### src/rtl/l2norm_sqrt_arbiter.sv
// Round-robin arbiter that shares one iterative sqrt unit among NUM_REQ L2-norm lanes.
// Only one operation is in flight; the response is tagged with its lane and carries a timeout flag.
module l2norm_sqrt_arbiter #(
    parameter int NUM_REQ = 4,
    parameter int DATA_W  = 32,
    parameter int ID_W    = (NUM_REQ > 2) ? $clog2(NUM_REQ) : 1,
    parameter int TIMEOUT = 64
) (
    input  logic                      clock,
    input  logic                      reset,
    input  logic [NUM_REQ-1:0]        io_req_valid,
    input  logic [NUM_REQ*DATA_W-1:0] io_req_data,
    output logic [NUM_REQ-1:0]        io_req_ready,
    output logic                      io_rsp_valid,
    output logic [DATA_W-1:0]         io_rsp_data,
    output logic [ID_W-1:0]           io_rsp_id,
    output logic                      io_rsp_error,
    input  logic                      io_rsp_ready,
    output logic [DATA_W-1:0]         sqrt_data_in,
    output logic                      sqrt_data_valid,
    input  logic [DATA_W-1:0]         sqrt_data_out,
    input  logic                      sqrt_data_ready
);
    localparam int CNT_W = $clog2(TIMEOUT);

    typedef enum logic [1:0] {IDLE, ISSUE, WAIT, HOLD} state_t;

    state_t            r_state, w_next;
    logic [ID_W-1:0]   r_ptr, r_id;
    logic [CNT_W-1:0]  r_cnt;
    logic [DATA_W-1:0] r_op, r_res;
    logic              r_err;

    logic [ID_W-1:0]   w_gnt, w_hi, w_lo;
    logic              w_found, w_hi_f, w_tmo;

    // Lowest valid index at or above ptr wins; otherwise wrap to the lowest valid index.
    always_comb begin
        w_hi_f = 1'b0;
        w_found = 1'b0;
        w_hi = '0;
        w_lo = '0;
        for (int j = NUM_REQ - 1; j >= 0; j--) begin
            if (io_req_valid[j]) begin
                w_found = 1'b1;
                w_lo = ID_W'(j);
                if (ID_W'(j) >= r_ptr) begin
                    w_hi_f = 1'b1;
                    w_hi = ID_W'(j);
                end
            end
        end
        w_gnt = w_hi_f ? w_hi : w_lo;
    end

    assign w_tmo = (r_cnt == CNT_W'(TIMEOUT - 1));

    always_ff @(posedge clock or posedge reset) begin
        if (reset) r_state <= IDLE;
        else       r_state <= w_next;
    end

    always_comb begin
        w_next = r_state;
        io_req_ready = '0;
        sqrt_data_valid = 1'b0;
        sqrt_data_in = '0;
        io_rsp_valid = 1'b0;
        case (r_state)
            IDLE: begin
                // Grant is suppressed while reset is held even though state is already IDLE.
                if (w_found && !reset) io_req_ready[w_gnt] = 1'b1;
                if (w_found) w_next = ISSUE;
            end
            ISSUE: begin
                sqrt_data_valid = 1'b1;
                sqrt_data_in = r_op;
                w_next = sqrt_data_ready ? HOLD : WAIT;
            end
            WAIT: begin
                sqrt_data_in = r_op;
                if (sqrt_data_ready || w_tmo) w_next = HOLD;
            end
            HOLD: begin
                io_rsp_valid = 1'b1;
                if (io_rsp_ready) w_next = IDLE;
            end
            default: w_next = IDLE;
        endcase
    end

    assign io_rsp_data  = r_res;
    assign io_rsp_id    = r_id;
    assign io_rsp_error = r_err;

    always_ff @(posedge clock or posedge reset) begin
        if (reset) begin
            r_ptr <= '0;
            r_id  <= '0;
            r_cnt <= '0;
            r_op  <= '0;
            r_res <= '0;
            r_err <= 1'b0;
        end else begin
            case (r_state)
                IDLE: if (w_found) begin
                    r_op  <= io_req_data[w_gnt*DATA_W +: DATA_W];
                    r_id  <= w_gnt;
                    r_cnt <= '0;
                end
                ISSUE: begin
                    r_cnt <= r_cnt + CNT_W'(1);
                    if (sqrt_data_ready) begin
                        r_res <= sqrt_data_out;
                        r_err <= 1'b0;
                    end
                end
                WAIT: begin
                    // A result arriving on the final counted cycle still beats the timeout.
                    if (sqrt_data_ready) begin
                        r_res <= sqrt_data_out;
                        r_err <= 1'b0;
                    end else if (w_tmo) begin
                        r_res <= '0;
                        r_err <= 1'b1;
                    end else begin
                        r_cnt <= r_cnt + CNT_W'(1);
                    end
                end
                HOLD: if (io_rsp_ready)
                    r_ptr <= (r_id == ID_W'(NUM_REQ - 1)) ? '0 : r_id + ID_W'(1);
                default: ;
            endcase
        end
    end
endmodule

### config.mk
export PLATFORM = sky130hd
export DESIGN_NAME = l2norm_sqrt_arbiter
export DESIGN_NICKNAME = d
export VERILOG_FILES = /design/src/rtl/l2norm_sqrt_arbiter.sv
export SDC_FILE = /design/constraint.sdc
export NUM_CORES = 1
export LEC_CHECK = 0
export CAP_MARGIN = 0
export CORE_ASPECT_RATIO = 1.4
export CORE_MARGIN = 1
export CORE_UTILIZATION = 42
export DETAILED_ROUTE_END_ITERATION = 12
export GPL_ROUTABILITY_DRIVEN = 1
export PLACE_DENSITY = 0.87
export SYNTH_ARGS = -nofsm -noshare
export SYNTH_HDL_FRONTEND = slang
export SYNTH_SLANG_ARGS = --single-unit
export TNS_END_PERCENT = 50
### constraint.sdc
create_clock -name clock -period 4.96 [get_ports clock]
set_input_delay 0.992 -clock clock [delete_from_list [all_inputs] [get_ports clock]]
set_output_delay 0.992 -clock clock [all_outputs]
set_load 0.03 [all_outputs]
==> flow_summary_export.csv, run 1 <==
group,metric,value,unit
cells_and_area,n_antenna_cell,0,
die,dieArea,10700,um^2
yosys,synth_mux_area_share,7.679,%
drt,vias,4521,
yosys,avgSynthCellArea,9.949,um^2
die,dieHeight,122.0,um
yosys,yosysWarnings,0,
timing,fin_crit,4.308,ns
min_path,min_path_type,"flip-flop to flip-flop",
timing,hold_violations,0,
drt,wire_per_inst,18.46,um
worst_setup_path,max_stage_delay,0.69,ns
drt,drc,0,
timing,finalSetupTns,0,ns
pwr,leakagePower,2.919,nW
cells_and_area,drive_gt1_share,8.696,%
yosys,synth_adder_area_share,2.028,%
yosys,synth_compound_area_share,24.86,%
cts,numCtsBuffers,9,
timing,min_period_over_period,86.86,%
yosys,synth_simple_gate_area_share,16.14,%
timing,setup-violations-final,0,
worst_setup_path,arrival,3.32,ns
cells_and_area,nets,837,
global_routing,grt_util_all_layers,27.84,%
yosys,syn_area,4318,um^2
die,ios,241,
die,rows,43,
timing,worst_slew_pin_slew,1.171,ns
cells_and_area,multi_input_area,2212,um^2
global_routing,antenna_found_initial,0,
worst_setup_path,crit_slowest_cell,"clkdlybuf4s50_1",
yosys,synth_top_family_by_area,"compound AO/OA/AOI/OAI gates",
global_routing,grtUsageMet1,28.15,%
timing,maxSlewHeadroom,21.92,%
global_routing,top_usage_layer,"met2",
worst_setup_path,critPathCaptureType,"primary output",
cells_and_area,final_util,71.73,%
timing,max_freq,232.1,MHz
run_status,status,"finished, final reports clean",
yosys,ys_seq_area_share,44.62,%
cells_and_area,fillers,726,
worst_setup_path,setup.worst_path.start_class,"primary input",
yosys,synth_nets,609,
cells_and_area,regArea,1927,um^2
cts,ctsHtreeMaxLevel,3,
yosys,synth_xor_area_share,0,%
placed_design,gp_congestion,0.8724,
timing,fin_ws,0.6515,ns
yosys,syn_inst,434,
global_routing,grt_util_met3,5.488,%
placed_design,preCtsSetupSlack,0.7144,ns
yosys,ys_top_cells_by_area,"dfrtp_1 (45%), mux2i_1 (7.4%), a221oi_1 (6.5%)",
cts,cts_resized,0,
die,initial_utilization,43.38,%
cts,cts_setup_buffers,0,
drt,final_antenna_net_count,0,
timing,skew,0.005321,ns
drt,totalWireLength,14810,um
drt,viasPerCell,5.637,
cts,clockRootBuffer,"clkbuf_16",
cts,clockBufferDepth,2,
job,cap_violations,0,
worst_setup_path,path_class,"primary input to primary output",
yosys,yosys.area.top_type,"dfrtp_1",
pwr,ir_worst_vdd,0.4577,mV
cts,cts_tree,"built",
worst_setup_path,cp_top_family,"buffers and inverters",
timing,slew_violations,0,
global_routing,grt-ovfl-total,0,
drt,drt_pre_antenna_iters,4,
worst_setup_path,cp_num_buf_inv,3,
drt,drt-initial-drc-count,171,
placed_design,dp_hpwl,10920,um
worst_setup_path,cp_cell_sequence,"clkdlybuf4s50_1 > nor2_1 > o21ai_0 > a21oi_1 > buf_4 > and3_1 > clkdlybuf4s50_1",
worst_setup_path,crit_top_cell,"clkdlybuf4s50_1",
yosys,synth.distinct_cells,42,
yosys,ys_seq_elements,77,
cts,hold_buffers,0,
timing,rsz0062_at_grt,"no",
pwr,power.density,720.3,nW/um^2
die,die_x,87.70,um
global_routing,grt_pass1_wl,22650,um
worst_setup_path,crit_path_max_fanout,11,
worst_setup_path,cp.required,3.97,ns
yosys,synth_top_area_share,44.62,%
cts,clock_sinks,77,
global_routing,grt_pass1_vias,4650,
cts,clk_pin_slew_worst_paths,0.06,ns
global_routing,use_met2,52.64,%
cells_and_area,areaGrowthSynthToFinish,65.34,%
global_routing,grt_start_max_net_pins,64,
die,core,9953,um^2
cts,insertion_delay,0.33,ns
placed_design,port_buffers,240,
## per-layer routing
metal | up-vias | wire (um)
met5 | - | 0
li1 | 2070 | -
met1 | 2185 | 5173
met4 | 0 | 555
met3 | 40 | 1042
met2 | 226 | 8036
## state kept, by name, indices dropped and copies added (netlist names)
register and count:
r_cnt 6, io_rsp_data 32, r_state 2, io_rsp_error 1, r_op 32, io_rsp_id 2
r_ptr 2
## area by class of cell
cell class | instances | area share [%]
Clock buffer | 11 | 3.540
Multi-Input combinational cell | 317 | 30.98
Sequential cell | 77 | 26.99
Clock inverter | 5 | 1.139
Timing Repair Buffer | 248 | 34.49
Inverter | 9 | 0.4907
Tap cell | 135 | 2.366
## layout by cell type, fill, tap and decap left out, types with 5 or more instances in the layout
cell             synthesis  routed
or2_2                   21      21
nand2_1                 18      18
buf_4                    0       8
nor2_1                  39      38
nand3_1                  5       5
clkbuf_16                0       9
o22ai_2                  3       5
mux2i_1                 32      32
a22o_1                  32      32
and2_1                  34      34
a21oi_1                  9       9
dfrtp_1                 77      77
inv_1                    9       8
a221oi_1                32      32
ha_1                     7       7
clkdlybuf4s50_1          0     240
o21ai_0                 20      20
o22ai_1                 31      29
## where the power goes
part / internal, mW / leakage [nW] / total (mW) / switching (mW)
logic: 1.44 / 1.85 / 3.31 / 1.87
clock network: 0.469 / 0.162 / 0.722 / 0.253
registers: 0.919 / 0.904 / 1.11 / 0.188
## worst paths after layout
kind | from | endpoint | slack [ns] | depth (start not counted)
max in group asynchronous | reset | r_ptr[1]$_DFFE_PP0P_ | 2.85 | 3
hold reg to reg | io_rsp_data[8]$_DFFE_PP0P_ | io_rsp_data[8]$_DFFE_PP0P_ | 0.50 | 1
min in group asynchronous | reset | r_op[6]$_DFFE_PP0P_ | 1.03 | 2
setup reg to reg | r_ptr[1]$_DFFE_PP0P_ | r_op[25]$_DFFE_PP0P_ | 2.69 | 5
hold / removal | io_rsp_data[8]$_DFFE_PP0P_ | io_rsp_data[8]$_DFFE_PP0P_ | 0.50 | 1
setup / recovery | io_req_valid[0] | io_req_ready[2] | 0.65 | 7
## kinds of logic (layout without fill, tap and decap cells)
kind of cell,Yosys count,count (layout)
simple gates,135,135
compound gates,142,142
mux,33,33
fa+ha+maj,7,7
buf+inv,40,273
flops,77,77
## per-stage QoR
step	std cells	hold slack [ns]	instance area, um^2	power, mW
after floorplan	434	0.4649	4318	3.157
after global placement	786	0.4828	6805	4.313
after detailed placement	786	0.4927	6805	4.398
after CTS	802	0.5069	7139	5.163
after global routing	802	0.5254	7139	5.407
final	802	0.5040	7139	5.142
## cells in the mapped netlist
library cell  number
nand2b_1           2
nor3_1             3
dfrtp_1           77
o21ai_1            1
nor4_1             2
inv_1              9
buf_2              7
or4_4              1
or2_0              1
nor2_1            39
nand3_1            5
a31oi_1            1
nor2b_1            3
or2_1              3
buf_8              3
a21o_1             1
and3_1             2
nand2_2            1
a32o_1             1
ha_1               7
o21ai_0           20
buf_6              1
o31ai_1            3
nand2_1           18
or2_2             21
o21a_1             1
a211oi_1           2
and2_1            34
mux2i_1           32
clkbuf_1          19
a21oi_1            9
o22ai_2            3
a22o_1            32
clkbuf_2           1
o21bai_1           1
a21oi_2            1
o221a_2            1
a221oi_4           1
a211o_1            1
o22ai_1           31
mux2_2             1
a221oi_1          32
(Power assumes the default switching activity.)
==> inputs of run 2 (changes only) <==
CELL_PAD_IN_SITES_DETAIL_PLACEMENT = 0   (was default)
CELL_PAD_IN_SITES_GLOBAL_PLACEMENT = 2   (was default)
CORE_UTILIZATION = 23   (was 42)
PLACE_DENSITY = default   (was 0.87)
PLACE_DENSITY_LB_ADDON = 0.1   (was default)
==> flow_summary_export.csv, run 2 (synthesized netlist as in run 1, its figures left out) <==
group,metric,value,unit
worst_setup_path,crit_path_max_fanout,11,
drt,viasPerCell,4.648,
cells_and_area,finalNonFillerCells,913,
cells_and_area,areaGrowthSynthToFinish,68.24,%
timing,slew_violations,0,
global_routing,grt_start_max_net_pins,41,
pwr,leakagePower,2.920,nW
drt,route.met2.wl,7905,um
placed_design,dp_hpwl,11720,um
timing,setup-violations-final,0,
worst_setup_path,r2r-end,"r_op[9]$_DFFE_PP0P_",
min_path,hold-path-cell-count,1,
cts,numCtsBuffers,9,
min_path,min_from,"io_rsp_data[29]$_DFFE_PP0P_",
worst_setup_path,setup.worst_path.start,"io_req_valid[0]",
die,core,18140,um^2
worst_setup_path,worst_r2r_path_depth,6,
cts,ctsHtreeMaxLevel,3,
worst_setup_path,path_class,"primary input to primary output",
die,ios,241,
placed_design,port_buffers,240,
placed_design,gp_congestion,0.7708,
min_path,min_path_type,"flip-flop to flip-flop",
timing,finalSetupTns,0,ns
job,cap_violations,0,
global_routing,grt_pass1_wl,23750,um
global_routing,grt_util_all_layers,16.02,%
cells_and_area,nets,842,
die,rows,58,
cts,cts_resized,0,
worst_setup_path,r2r-start,"r_ptr[1]$_DFFE_PP0P_",
drt,dr_wl_met3,1307,um
worst_setup_path,arrival,3.28,ns
die,initial_utilization,23.80,%
cts,cts_tree,"built",
worst_setup_path,setup.worst_path.start_class,"primary input",
drt,drt_pre_antenna_iters,4,
timing,worst_slew_pin_slew,1.224,ns
die,dieHeight,164.1,um
cts,clockRootBuffer,"clkbuf_16",
global_routing,grt-ovfl-total,0,
cells_and_area,drive_gt1_share,9.375,%
global_routing,antenna_found_initial,1,
timing,fin_hold_ws,0.5062,ns
timing,fin_crit,4.274,ns
cells_and_area,layout_commonest_cell,"clkdlybuf4s50_1",
drt,vias,4244,
timing,max_freq,233.9,MHz
cts,cts_setup_buffers,0,
worst_setup_path,endpoint,"io_req_ready[2]",
drt,final_antenna_net_count,0,
cells_and_area,layout_common_cells,"clkdlybuf4s50_1 (240), dfrtp_1 (77), nor2_1 (38)",
timing,min_period_over_period,86.18,%
timing,skew,0.009061,ns
cts,hold_buffers,0,
cts,clock_sinks,77,
drt,top_layer,"met4",
worst_setup_path,critPathCaptureType,"primary output",
cts,clockBufferDepth,2,
cts,clk_pin_slew_worst_paths,0.06,ns
drt,met1_length,6180,um
drt,wire_per_inst,17.07,um
die,die_x,117.8,um
worst_setup_path,cp.required,3.97,ns
drt,drc,0,
global_routing,grt_pass1_vias,4426,
drt,totalWireLength,15590,um
timing,hold_violations,0,
die,dieArea,19330,um^2
placed_design,dp.cells,896,
cts,insertion_delay,0.35,ns
run_status,status,"finished, final reports clean",
pwr,power.density,699.7,nW/um^2
worst_setup_path,r2r_slack,2.40,ns
timing,rsz0062_at_grt,"no",
timing,maxSlewHeadroom,18.42,%
drt,drt-initial-drc-count,200,
pwr,ir_worst_vdd,0.2308,mV
## run 2: changes by cell type in the layout (fill, tap and decap cells not counted), sizes merged
cell	before	now
buf	8	13
inv	9	12
clkinv	2	3
diode	0	1
clkbuf	11	9
bufinv	2	0
## run 2: final cells by class
type	instances	area, um^2
fill	1849	10880
antenna	1	2.502
clock inverter	7	62.56
timing repair buffer	253	2500
clock buffer	9	225.2
multi-input combinational	317	2212
tap	240	300.3
sequential	77	1927
inverter	9	35.03
## run 2: metrics by stage
| stage | worst slack (ns) | power [mW] | instance area [um^2] | utilization (%) |
|---|---|---|---|---|
| 3_3_place_gp | 0.7459 | 4.479 | 6974 | 38.44 |
| 3_5_place_dp | 0.7283 | 4.495 | 6974 | 38.44 |
| 4_1_cts | 0.7119 | 5.177 | 7262 | 40.03 |
| 6_report | 0.6855 | 5.083 | 7264 | 40.04 |
| 5_1_grt | 0.5898 | 5.438 | 7264 | 40.04 |
| 2_1_floorplan | 0.8045 | 3.157 | 4318 | - |
## run 2: how the worst min path moves through the flow
stage | endpoint | slack [ns]
after floorplan | r_cnt[1]$_DFFE_PP0P_ | 0.46
after global placement | r_cnt[1]$_DFFE_PP0P_ | 0.48
after detailed placement | io_rsp_data[30]$_DFFE_PP0P_ | 0.49
after CTS | io_rsp_data[19]$_DFFE_PP0P_ | 0.51
after global routing | io_rsp_data[3]$_DFFE_PP0P_ | 0.52
final | io_rsp_data[29]$_DFFE_PP0P_ | 0.51
## run 2: routing by layer
layer	vias up	track usage (%)
met4	0	6.294
met5	-	0
li1	2086	-
met2	170	28.42
met3	10	5.208
met1	1978	17.65
## run 2: critical path: stages
cell,delay (ns)
clkdlybuf4s50_1,0.62
nor2_1,0.33
o21ai_0,0.14
a21oi_1,0.17
buf_4,0.18
and3_1,0.17
clkdlybuf4s50_1,0.69
## run 2: power breakdown
group,internal (mW),switching (mW)
Combinational,1.46,1.89
Clock,0.350,0.299
Sequential,0.917,0.171
Total,2.72,2.36
==> inputs of run 3 (changes only) <==
SKIP_LAST_GASP = 1   (was default)
==> results of run 3 <==
Final layout, timing and power as in run 2 (identical DEF).
